$ cat src/rtl/dw_add_accum.sv
// Frame accumulator for the adder's {CO, SUM} stream: sums every beat of a frame
// into a wide register and presents total, sticky overflow and beat count.
module dw_add_accum #(
    parameter int width     = 32,
    parameter int acc_width = 40,
    parameter int cnt_width = 16
) (
    input  logic                 clk,
    input  logic                 reset,
    input  logic                 in_valid,
    output logic                 in_ready,
    input  logic [width-1:0]     in_data,
    input  logic                 in_co,
    input  logic                 in_first,
    input  logic                 in_last,
    output logic                 out_valid,
    input  logic                 out_ready,
    output logic [acc_width-1:0] out_sum,
    output logic                 out_ovf,
    output logic [cnt_width-1:0] out_count,
    output logic [1:0]           dbg_state
);

    // Handshake: a transfer happens on a rising edge where valid & ready are both 1;
    // valid never depends on ready, and the producer holds its payload until it transfers.

    typedef enum logic [1:0] {
        IDLE  = 2'd0,
        ACCUM = 2'd1,
        HOLD  = 2'd2
    } state_t;

    state_t                state, state_next;
    logic                  accept, start;
    logic [acc_width-1:0]  operand, acc, acc_sum, acc_next;
    logic                  carry, ovf, ovf_next;
    logic [cnt_width-1:0]  cnt, cnt_next;

    assign out_valid = (state == HOLD);
    assign in_ready  = ~out_valid | out_ready;
    assign accept    = in_valid & in_ready;
    assign dbg_state = state;

    // Any beat outside an open frame, or one flagged first, restarts the frame.
    assign start = (state != ACCUM) | in_first;

    always_comb begin
        operand            = '0;
        operand[width:0]   = {in_co, in_data};
        {carry, acc_sum}   = {1'b0, acc} + {1'b0, operand};
        acc_next           = start ? operand : acc_sum;
        ovf_next           = start ? 1'b0 : (ovf | carry);
        if (start)
            cnt_next = cnt_width'(1);
        else if (&cnt)
            cnt_next = cnt;
        else
            cnt_next = cnt + cnt_width'(1);
    end

    always_ff @(posedge clk or posedge reset) begin
        if (reset)
            state <= IDLE;
        else
            state <= state_next;
    end

    always_comb begin
        state_next = state;
        if (accept)
            state_next = in_last ? HOLD : ACCUM;
        else if (state == HOLD && out_ready)
            state_next = IDLE;
    end

    always_ff @(posedge clk or posedge reset) begin
        if (reset) begin
            acc       <= '0;
            cnt       <= '0;
            ovf       <= 1'b0;
            out_sum   <= '0;
            out_ovf   <= 1'b0;
            out_count <= '0;
        end else if (accept) begin
            acc <= acc_next;
            cnt <= cnt_next;
            ovf <= ovf_next;
            if (in_last) begin
                out_sum   <= acc_next;
                out_ovf   <= ovf_next;
                out_count <= cnt_next;
            end
        end
    end

endmodule

$ cat config.mk
export PLATFORM = sky130hd
export DESIGN_NAME = dw_add_accum
export DESIGN_NICKNAME = d
export VERILOG_FILES = /design/src/rtl/dw_add_accum.sv
export SDC_FILE = /design/constraint.sdc
export NUM_CORES = 1
export LEC_CHECK = 0
export BUFFER_PORTS_ARGS = -buffer_cell sky130_fd_sc_hd__buf_2
export CAP_MARGIN = 5
export CORE_MARGIN = 2
export CORE_UTILIZATION = 30
export CTS_BUF_LIST = sky130_fd_sc_hd__clkbuf_16
export CTS_CLUSTER_SIZE = 28
export DETAILED_ROUTE_END_ITERATION = 10
export MAX_ROUTING_LAYER = met4
export SLEW_MARGIN = 20
export SYNTH_ARGS = -nofsm -noshare
export SYNTH_HDL_FRONTEND = slang
export SYNTH_SLANG_ARGS = --single-unit
$ cat constraint.sdc
create_clock -name clk -period 11.25 [get_ports clk]
set_input_delay 2.25 -clock clk [delete_from_list [all_inputs] [get_ports clk]]
set_output_delay 2.25 -clock clk [all_outputs]
set_load 0.03 [all_outputs]
# After elaboration in Yosys (flattened, before gate mapping)
# Cells that the tools add are included.
[op_classes]
addsub = 2
eq_ne = 2
n_mux = 7
bitwise = 5
reduce_logical = 4
[ops]
columns = ["cell", "n"]
rows = [
  ["adder 40 x 33 -> 41 bit", 1],
  ["two-way mux 40 bit", 1],
  ["two-way mux 16 bit", 2],
  ["adder 16 x 1 -> 16 bit (second input constant)", 1],
  ["AND reduction 16 bit", 1],
  ["two-way mux 2 bit", 3],
  ["OR 1 bit", 3],
  ["== test 2 bit (second input constant)", 1],
  ["inequality test 2 x 1 -> 1 bit (second input constant)", 1],
  ["AND reduction 2 bit", 1],
  ["nonzero test 2 bit", 1],
  ["bitwise AND 1 bit", 1],
  ["logical AND 1 bit", 1],
  ["two-way mux 1 bit", 1],
  ["NOT 1 bit", 1],
]
[totals]
reg_bits = 116
in_bits = 39
out_inout_bits = 61
elab_cells = 27

# Longest topological paths before layout
# Gate-level depths: netlist (run 1).
[logic_depth]
ltp_word = 5
mapped_depth = 12
depth_no_buf = 12

# Worst setup path after synthesis (run 1)
# OpenSTA, ideal clock, no wires.
[synth_timing]
path_kind = "in2out"
from = "input port out_ready"
to = "output port in_ready"
t_arrival_ns = 2.554
required_time_ns = 9.000
setup_slack_ns = 6.446
path_stages = 1
path_buffers = 0
path_cell_list = "nand2b_1"
[synth_between]
elab_chain_cells = 1
[synth_lines]
columns = ["item", "line", "rtl"]
rows = [
  ["start, declared", "17", "input logic out_ready,"],
  ["OR 1 bit", "40", "assign in_ready = ~out_valid | out_ready;"],
  ["end, declared", "11", "output logic in_ready,"],
]
# Every way passes these cells.

# Final worst setup path (run 1)
# Same ends and word-level chain as after synthesis.

==> results.json, run 1 <==
{
  "outcome": "completed",
  "path_cells": "buf_2 > nand2b_1 > buf_2",
  "synthTopCellsByCount": "135 x nand2_1, 116 x dfrtp_1, 99 x o21ai_0",
  "ctsHtreeMaxLevel": 4,
  "ff2ff_path_depth": 12,
  "rsz0062_at_grt": "no",
  "yosysMostFrequentCell": "nand2_1",
  "dieArea_um2": 24540,
  "io_pins": 100,
  "powerDensity_nw_per_um2": 179.3,
  "holdPathStages": 2,
  "cts.repair.resized": 0,
  "row_count": 55,
  "timing.rr.start": "acc[0]",
  "synth_flop_cell": "dfrtp_1",
  "synth_edf_count": 0,
  "root_buffer": "clkbuf_16",
  "report.final.slew_viol_count": 0,
  "ys_top_cells_by_area": "dfrtp_1 42%, nand2_1 7.2%, o21ai_0 7.1%",
  "crit_path_max_incr_delay_ps": 200,
  "grt_max_degree": 82,
  "vdd_drop_max_v": 0.0001080,
  "ys_types": 63,
  "fin_crit_sh_pct": 44.25,
  "area_growth_pct": 19.63,
  "endpoint_kind": "output pin",
  "hold_path.class": "reg -> reg",
  "synth_nets": 886,
  "cp-start-kind": "primary input",
  "place_congestion": 0.8276,
  "cts_sinks": 116,
  "ys_seq_area_share_pct": 41.52,
  "synth_area_leader_cell": "dfrtp_1",
  "routed_wl_mm": 18.85,
  "initial_core_util_pct": 30.69,
  "gr-total-overflow": 0,
  "cts_tree": "yes",
  "drc": 0,
  "grt_use_total_pct": 16.49,
  "clk_pin_slew_worst_paths_ps": 60,
  "p_leak_nw": 3.852,
  "hold_end": "out_count[10]",
  "numCtsBuffers": 17,
  "multi_input_area_um2": 3855,
  "viasPerCell": 4.997,
  "hp-start": "out_count[10]",
  "drive_gt1_share_pct": 17.74,
  "hold_buffers": 0,
  "cp.arrival_ps": 2730,
  "min_period_ps": 4978,
  "fmax_mhz": 200.9,
  "register_area_um2": 2903,
  "dpl_cell_area_um2": 7764,
  "fp.dieH_um": 156.7,
  "die_x_um": 156.7,
  "crit_fanout": 4,
  "grt_pass1_wl_mm": 31.01,
  "tightest_slew_ps": 854.0,
  "yosys_warnings": 0,
  "hold_viol_final": 0,
  "grt_pass1_vias": 5995,
  "ys_async_sr_fraction_pct": 100.0,
  "ant_nets": 0,
  "routed-via-count": 6076,
  "portBuffers": 99,
  "first_iter_violations": 329,
  "relSlewSlack_pct": 43.06,
  "antenna_found_initial": 1,
  "crit_slowest_cell": "buf_2",
  "clock_latency_ps": 420,
  "max_cap_viol_count": 0,
  "finalSetupViolCount": 0,
  "dp_hpwl_mm": 12.91,
  "routedWlPerCell_um": 15.50,
  "core_area_um2": 22780,
  "fin_nets": 963,
  "tns_ps": 0,
  "drt-pass1-iter-count": 5,
  "syn-instance-count": 812,
  "num-fill-cells": 2370,
  "clock_skew_ps": 9.587,
  "ys_seq_elements": 116,
  "cts_buffer_depth": 2,
  "worstReg2RegEnd": "out_sum[32]",
  "critPathKind": "in -> out",
  "design_area_um2": 8364,
  "avgSynthCellArea_um2": 8.610,
  "required_ps": 9000,
  "syn_area_um2": 6992,
  "yosysTopAreaCellShare_pct": 41.52,
  "post-cts-setup-buffer-count": 0,
  "path_common_cell": "buf_2",
  "r2r_slack_ps": 8190
}
-- worst max-delay path, delay by kind of cell --
family	cells	cell delay, ps
buffers and inverters	2	300
and+or+nand+nor	1	180
-- routing by layer --
| metal | routed length (um) | vias up | global-route usage, % |
|---|---|---|---|
| met3 | 861 | 14 | 3.600 |
| li1 | - | 3048 | - |
| met4 | 177 | 0 | 4.500 |
| met1 | 9014 | 2879 | 20.86 |
| met2 | 8801 | 135 | 26.68 |
| met5 | 0 | - | - |
-- how the worst max path moves through the flow --
stage	startpoint	end	slack [ps]	cells after the start
finish	out_ready	in_ready	6270	3
global route	out_ready	in_ready	6230	3
CTS	out_ready	in_ready	6280	3
detailed placement	in_data[0]	out_sum[32]	6220	13
global placement	in_data[0]	out_sum[32]	6290	13
floorplan	reset	acc[0]	5930	1
-- cells in the final DEF (no fill, tap or decap), drive strengths merged, types with 7 or more instances in the layout --
cell type / Yosys / layout
o21ai: 103 / 103
ha: 34 / 34
and3: 16 / 16
a21o: 14 / 14
nand4: 7 / 7
a21oi: 71 / 71
nand2: 135 / 135
mux2i: 12 / 12
clkbuf: 46 / 17
dfrtp: 116 / 116
inv: 17 / 22
a31oi: 8 / 8
buf: 2 / 106
nand3: 32 / 32
nor2b: 8 / 8
xnor2: 26 / 26
xor2: 17 / 17
nor3: 13 / 13
nor2: 44 / 44
o31ai: 10 / 10
-- kinds of logic (layout without fill, tap and decap cells) --
family / after synthesis / after routing / share of synthesized area, %
DFF: 116 / 116 / 41.52
AOI/OAI and AO/OA: 253 / 253 / 22.14
xor gates and xnor gates: 43 / 43 / 5.387
and+or+nand+nor: 282 / 282 / 18.41
other: 0 / 1 / 0
adders and majority gates: 35 / 35 / 6.371
buffers and inverters: 65 / 155 / 3.490
muxes: 18 / 18 / 2.684
-- sequential cells by signal, indices dropped and copies added (netlist names) --
register and cells:
dbg_state 2, ovf 1, out_ovf 1, cnt 16
acc 40, out_sum 40, out_count 16
-- where the power goes --
group,total (W),internal [W],switching (W)
logic,0.000445,0.000162,0.000284
clock network,0.000557,0.000332,0.000224
registers,0.000498,0.000467,0.0000308
-- through the flow --
stage	setup slack (ps)	instances	util (%)	hold slack [ps]	total power, W
floorplan	5928	812	-	449.8	0.0008329
global placement	6285	1183	34.08	445.1	0.0009447
detailed placement	6219	1183	34.08	458.5	0.0009485
CTS	6278	1215	36.71	472.2	0.001514
global route	6234	1216	36.72	501.4	0.001592
finish	6272	1216	36.72	463.4	0.001500
-- layout make-up --
type	count	share of cell area, %
Inverter	17	0.7928
Sequential cell	116	34.70
Clock inverter	15	2.064
Antenna cell	1	0.02992
Multi-Input combinational cell	631	46.09
Tap cell	313	4.682
Clock buffer	17	5.086
Timing Repair Buffer	106	6.552
Note: power is estimated with default switching activity, not from simulation.
==> run 2: changes to the inputs <==
Settings changed: ABC_AREA set to 1.
Clock period 11.25 ns to 4.6 ns, I/O delays scaled along.
==> results.json, run 2 <==
{
  "synth_nets": 1338,
  "grt_pass1_wl_mm": 41.03,
  "gr-total-overflow": 0,
  "cts_buffer_depth": 2,
  "ff2ff_path_depth": 13,
  "yosys_warnings": 0,
  "dieArea_um2": 28760,
  "cts_sinks": 116,
  "routedWlPerCell_um": 14.73,
  "syn_area_um2": 8225,
  "drc": 0,
  "clk_pin_slew_worst_paths_ps": 50,
  "largestRegisters": "acc (40), out_sum (40)",
  "synthAdderAreaFrac_pct": 5.415,
  "synth_compound_area_share_pct": 5.932,
  "finalSetupViolCount": 0,
  "clock_latency_ps": 430,
  "core_area_um2": 26950,
  "dp_hpwl_mm": 18.38,
  "fp.dieH_um": 169.6,
  "outcome": "completed",
  "grt_use_total_pct": 18.66,
  "hp-start": "out_sum[1]",
  "hold_end": "out_sum[1]",
  "viasPerCell": 4.776,
  "powerDensity_nw_per_um2": 418.4,
  "timing.rr.start": "acc[0]",
  "ant_nets": 0,
  "yosysMostFrequentCell": "nand2_1",
  "tns_ps": 0,
  "layout_setup_ws_ps": 1951,
  "numCtsBuffers": 17,
  "cp.arrival_ps": 2950,
  "rsz0062_at_grt": "no",
  "synthTopCellsByCount": "520 x nand2_1, 170 x inv_1, 119 x nand3_1",
  "hold_viol_final": 0,
  "hold_path.class": "reg -> reg",
  "fin_nets": 1429,
  "drt-pass1-iter-count": 6,
  "p_leak_nw": 5.430,
  "place_congestion": 0.9796,
  "r2r_slack_ps": 2200,
  "root_buffer": "clkbuf_16",
  "yosys.area_share.simple_pct": 41.03,
  "relSlewSlack_pct": 36.28,
  "cts_tree": "yes",
  "portBuffers": 99,
  "endpoint_kind": "flip-flop",
  "cts.repair.resized": 0,
  "tightest_slew_ps": 954.4,
  "preCtsSetupSlack_ps": 1591,
  "synth_top_family_by_area": "simple AND/OR/NAND/NOR gates",
  "syn-instance-count": 1264,
  "final_common_cell": "nand2_1",
  "min_period_ps": 2649,
  "first_iter_violations": 630,
  "fin_crit_sh_pct": 57.59,
  "ctsHtreeMaxLevel": 4,
  "synthMuxAreaShare_pct": 0,
  "fmax_mhz": 377.5,
  "worstReg2RegEnd": "out_sum[36]",
  "diodes": 0,
  "num-fill-cells": 2890,
  "yosysTopAreaCellShare_pct": 35.29,
  "synth_edf_count": 0,
  "synth_flop_cell": "dfrtp_1",
  "report.final.slew_viol_count": 0,
  "max_cap_viol_count": 0,
  "routed-via-count": 8158,
  "drive_gt1_share_pct": 14.05,
  "crit_fanout": 3,
  "area_growth_pct": 17.89,
  "grt_max_degree": 71,
  "ys_types": 42,
  "power_w": 0.004057,
  "routed_wl_mm": 25.16,
  "hold_buffers": 0,
  "row_count": 60,
  "io_pins": 100,
  "synth-xor-area-share_pct": 2.327,
  "ys_async_sr_fraction_pct": 100.0,
  "mostFrequentLayoutCells": "520 x nand2_1, 171 x inv_1, 119 x nand3_1",
  "grt_pass1_vias": 7866,
  "initial_core_util_pct": 30.52,
  "antenna_found_initial": 0,
  "ys_seq_area_share_pct": 35.29,
  "avgSynthCellArea_um2": 6.507,
  "cp-start-kind": "primary input",
  "critPathKind": "in -> reg",
  "required_ps": 4900,
  "post-cts-setup-buffer-count": 0,
  "holdPathStages": 2,
  "ys_seq_elements": 116,
  "clock_skew_ps": 11.88,
  "vdd_drop_max_v": 0.0002216,
  "die_x_um": 169.6,
  "synth_area_leader_cell": "dfrtp_1",
  "ys_top_cells_by_area": "dfrtp_1 35%, nand2_1 24%, inv_1 7.8%"
}
-- run 2: logic make-up (layout without fill, tap and decap cells) --
family                   Yosys count  count (layout)
buffers and inverters            210             313
AND/OR/NAND/NOR                  792             792
XOR/XNOR                          21              21
adder cells (fa/ha/maj)           35              35
flip-flops                       116             116
AO/OA/AOI/OAI                     90              90
-- run 2: power breakdown --
part / internal, W / total, W / switching [W] / leakage, nW
clock: 0.000957 / 0.00149 / 0.000530 / 0.312
combinational: 0.000422 / 0.00135 / 0.000925 / 3.62
sequential: 0.00115 / 0.00122 / 0.0000763 / 1.49
-- run 2: per-layer routing --
metal | vias up | global-route usage, % | wire, um
li1 | 4138 | - | -
met1 | 3704 | 25.16 | 11910
met2 | 283 | 28.86 | 11220
met3 | 33 | 3.125 | 1590
met4 | 0 | 5.425 | 444
met5 | - | - | 0
-- run 2: area by class of cell --
cell class	count	area, um2	share of cell area [%]
clock buffer	17	425.4	4.387
clock inverter	14	212.7	2.194
inverter	176	664.4	6.852
multi-input combinational	938	4504	46.45
sequential	116	2903	29.94
tap	341	426.7	4.400
timing repair buffer	106	560.5	5.781
-- run 2: metrics by stage --
stage                     util, %  instance area, um2  hold slack, ps  instances
after floorplan                 -                8225           449.1       1264
after global placement      33.61                9059           462.6       1677
after detailed placement    33.61                9059           459.9       1677
after CTS                   35.98                9697           476.5       1708
after global routing        35.98                9697           498.6       1708
final                       35.98                9697           472.5       1708
-- run 2: worst max path at each step --
stage,start,end
2_1_floorplan,reset,acc[0]
3_3_place_gp,in_data[0],out_sum[36]
5_1_grt,in_data[0],ovf
3_5_place_dp,in_data[0],out_sum[36]
4_1_cts,in_data[0],out_sum[36]
6_report,in_data[0],out_sum[36]
-- run 2: worst max-delay path, stage by stage --
cell     delay, ps
buf_2          100
ha_1           200
inv_1           80
fa_1           400
inv_1          110
nand3_1         90
nand2_2        120
nand4_1        250
nand3_1        260
nand2_1        130
nand2_1         80
nand2_1         70
nand4_1         80
nand2_1         70
==> run 3: changes to the inputs <==
Clock period 4.6 ns to 2.4 ns, I/O delays scaled along.
==> results.json, run 3 (synthesis results as in run 2) <==
{
  "outcome": "completed",
  "initial_core_util_pct": 30.52,
  "design_area_um2": 9849,
  "rsz0062_at_grt": "no",
  "vdd_drop_max_v": 0.0003408,
  "ctsHtreeMaxLevel": 4,
  "cts_buffer_depth": 2,
  "required_ps": 2770,
  "io_pins": 100,
  "first_iter_violations": 506,
  "mostFrequentLayoutCells": "519 x nand2_1, 168 x inv_1, 119 x nand3_1",
  "holdWs_ps": 140.6,
  "gr-total-overflow": 0,
  "crit_buf_inv": 2,
  "hold_buffers": 0,
  "fmax_mhz": 465.0,
  "dp_hpwl_mm": 18.31,
  "dieArea_um2": 28760,
  "grt_max_degree": 92,
  "core_area_um2": 26950,
  "ant_nets": 0,
  "path_cells": "ha_1 > inv_1 > fa_2 > inv_2 > nand3_1 > nand2_2 > nand2_1 > nand2_1 > nand2_1 > nand2_2 > nand2_1 > nand2_1 > nand2_1 > nand3_1 > nand3_1 > nand2_1",
  "drive_gt1_share_pct": 15.16,
  "cts_sinks": 116,
  "power_w": 0.007848,
  "die_x_um": 169.6,
  "final_common_cell": "nand2_1",
  "endpoint_kind": "flip-flop",
  "routed_wl_mm": 24.70,
  "powerDensity_nw_per_um2": 796.8,
  "routed-via-count": 8035,
  "tightest_slew_ps": 694.0,
  "critPathKind": "reg -> reg",
  "min_period_ps": 2151,
  "root_buffer": "clkbuf_16",
  "fp.dieH_um": 169.6,
  "fin_crit_sh_pct": 89.61,
  "post-cts-setup-buffer-count": 0,
  "grt_pass1_wl_mm": 40.38,
  "row_count": 60,
  "dpl_cell_area_um2": 9208,
  "cts.repair.resized": 0,
  "timing.rr.start": "acc[0]",
  "worstReg2RegEnd": "ovf",
  "crit_path_max_incr_delay_ps": 350,
  "routedWlPerCell_um": 14.36,
  "crit_fanout": 3,
  "cp-start-kind": "flip-flop",
  "antenna_found_initial": 0,
  "report.final.slew_viol_count": 0,
  "crit_family": "simple AND/OR/NAND/NOR gates",
  "hold_path.class": "in -> async",
  "multi_input_area_um2": 4512,
  "place_congestion": 0.9093,
  "relSlewSlack_pct": 53.73,
  "diodes": 0,
  "grt_pass1_vias": 7756,
  "portBuffers": 99,
  "clk_pin_slew_worst_paths_ps": 60,
  "clock_latency_ps": 430,
  "numCtsBuffers": 17,
  "grt_use_total_pct": 18.37,
  "viasPerCell": 4.672,
  "area_growth_pct": 19.74,
  "fin_nets": 1442,
  "largestRegisters": "acc (40), out_sum (40)",
  "r2r_slack_ps": 250,
  "num-fill-cells": 2863,
  "max_cap_viol_count": 0,
  "cp.arrival_ps": 2520,
  "drt-pass1-iter-count": 4,
  "path_common_cell": "nand2_1",
  "register_area_um2": 2903,
  "drc": 0,
  "hold_viol_final": 0,
  "clock_skew_ps": 11.53,
  "crit_slowest_cell": "dfrtp_1",
  "finalSetupViolCount": 0,
  "p_leak_nw": 5.496,
  "cts_tree": "yes",
  "ff2ff_path_depth": 16
}
## run 3: how the worst max path moves through the flow
| stage | from | depth (start not counted) | end | slack (ps) |
|---|---|---|---|---|
| after global routing | acc[0] | 16 | ovf | 40 |
| after CTS | acc[0] | 16 | ovf | 150 |
| final | acc[0] | 16 | ovf | 250 |
| after global placement | in_data[0] | 17 | ovf | -30 |
| after detailed placement | in_data[0] | 17 | ovf | -70 |
| after floorplan | dbg_state[1] | 10 | out_sum[39] | 90 |
## run 3: worst min-delay path, cell delays in order
cell        delay (ps)
buf_2              110
clkinvlp_4         100
buf_12             270
## run 3: cell type report
type	instances	share of cell area, %
Inverter	176	6.758
Sequential cell	116	29.47
Clock inverter	13	2.121
Timing Repair Buffer	119	7.190
Clock buffer	17	4.319
Multi-Input combinational cell	938	45.81
Tap cell	341	4.332
## run 3: report_power, final
group / internal (W) / switching [W] / total (W)
Sequential: 0.00220 / 0.000142 / 0.00234
Clock: 0.00183 / 0.00105 / 0.00288
Combinational: 0.000873 / 0.00175 / 0.00263
Total: 0.00490 / 0.00295 / 0.00785
## run 3: per-layer routing
layer	share of wire [%]	global-route usage, %
met5	0	-
met2	44	28.68
met1	50	24.64
met4	1.9	5.314
met3	3.8	2.962
## run 3: stage by stage
stage                     TNS, ps  utilization [%]  instances  setup slack (ps)
after global routing            0            36.55       1720             44.37
after detailed placement   -251.5            34.16       1690            -66.57
after CTS                       0            36.52       1720             145.6
after global placement     -57.29            34.16       1690            -27.18
after floorplan                 0                -       1264             93.05
final                           0            36.55       1720             249.5
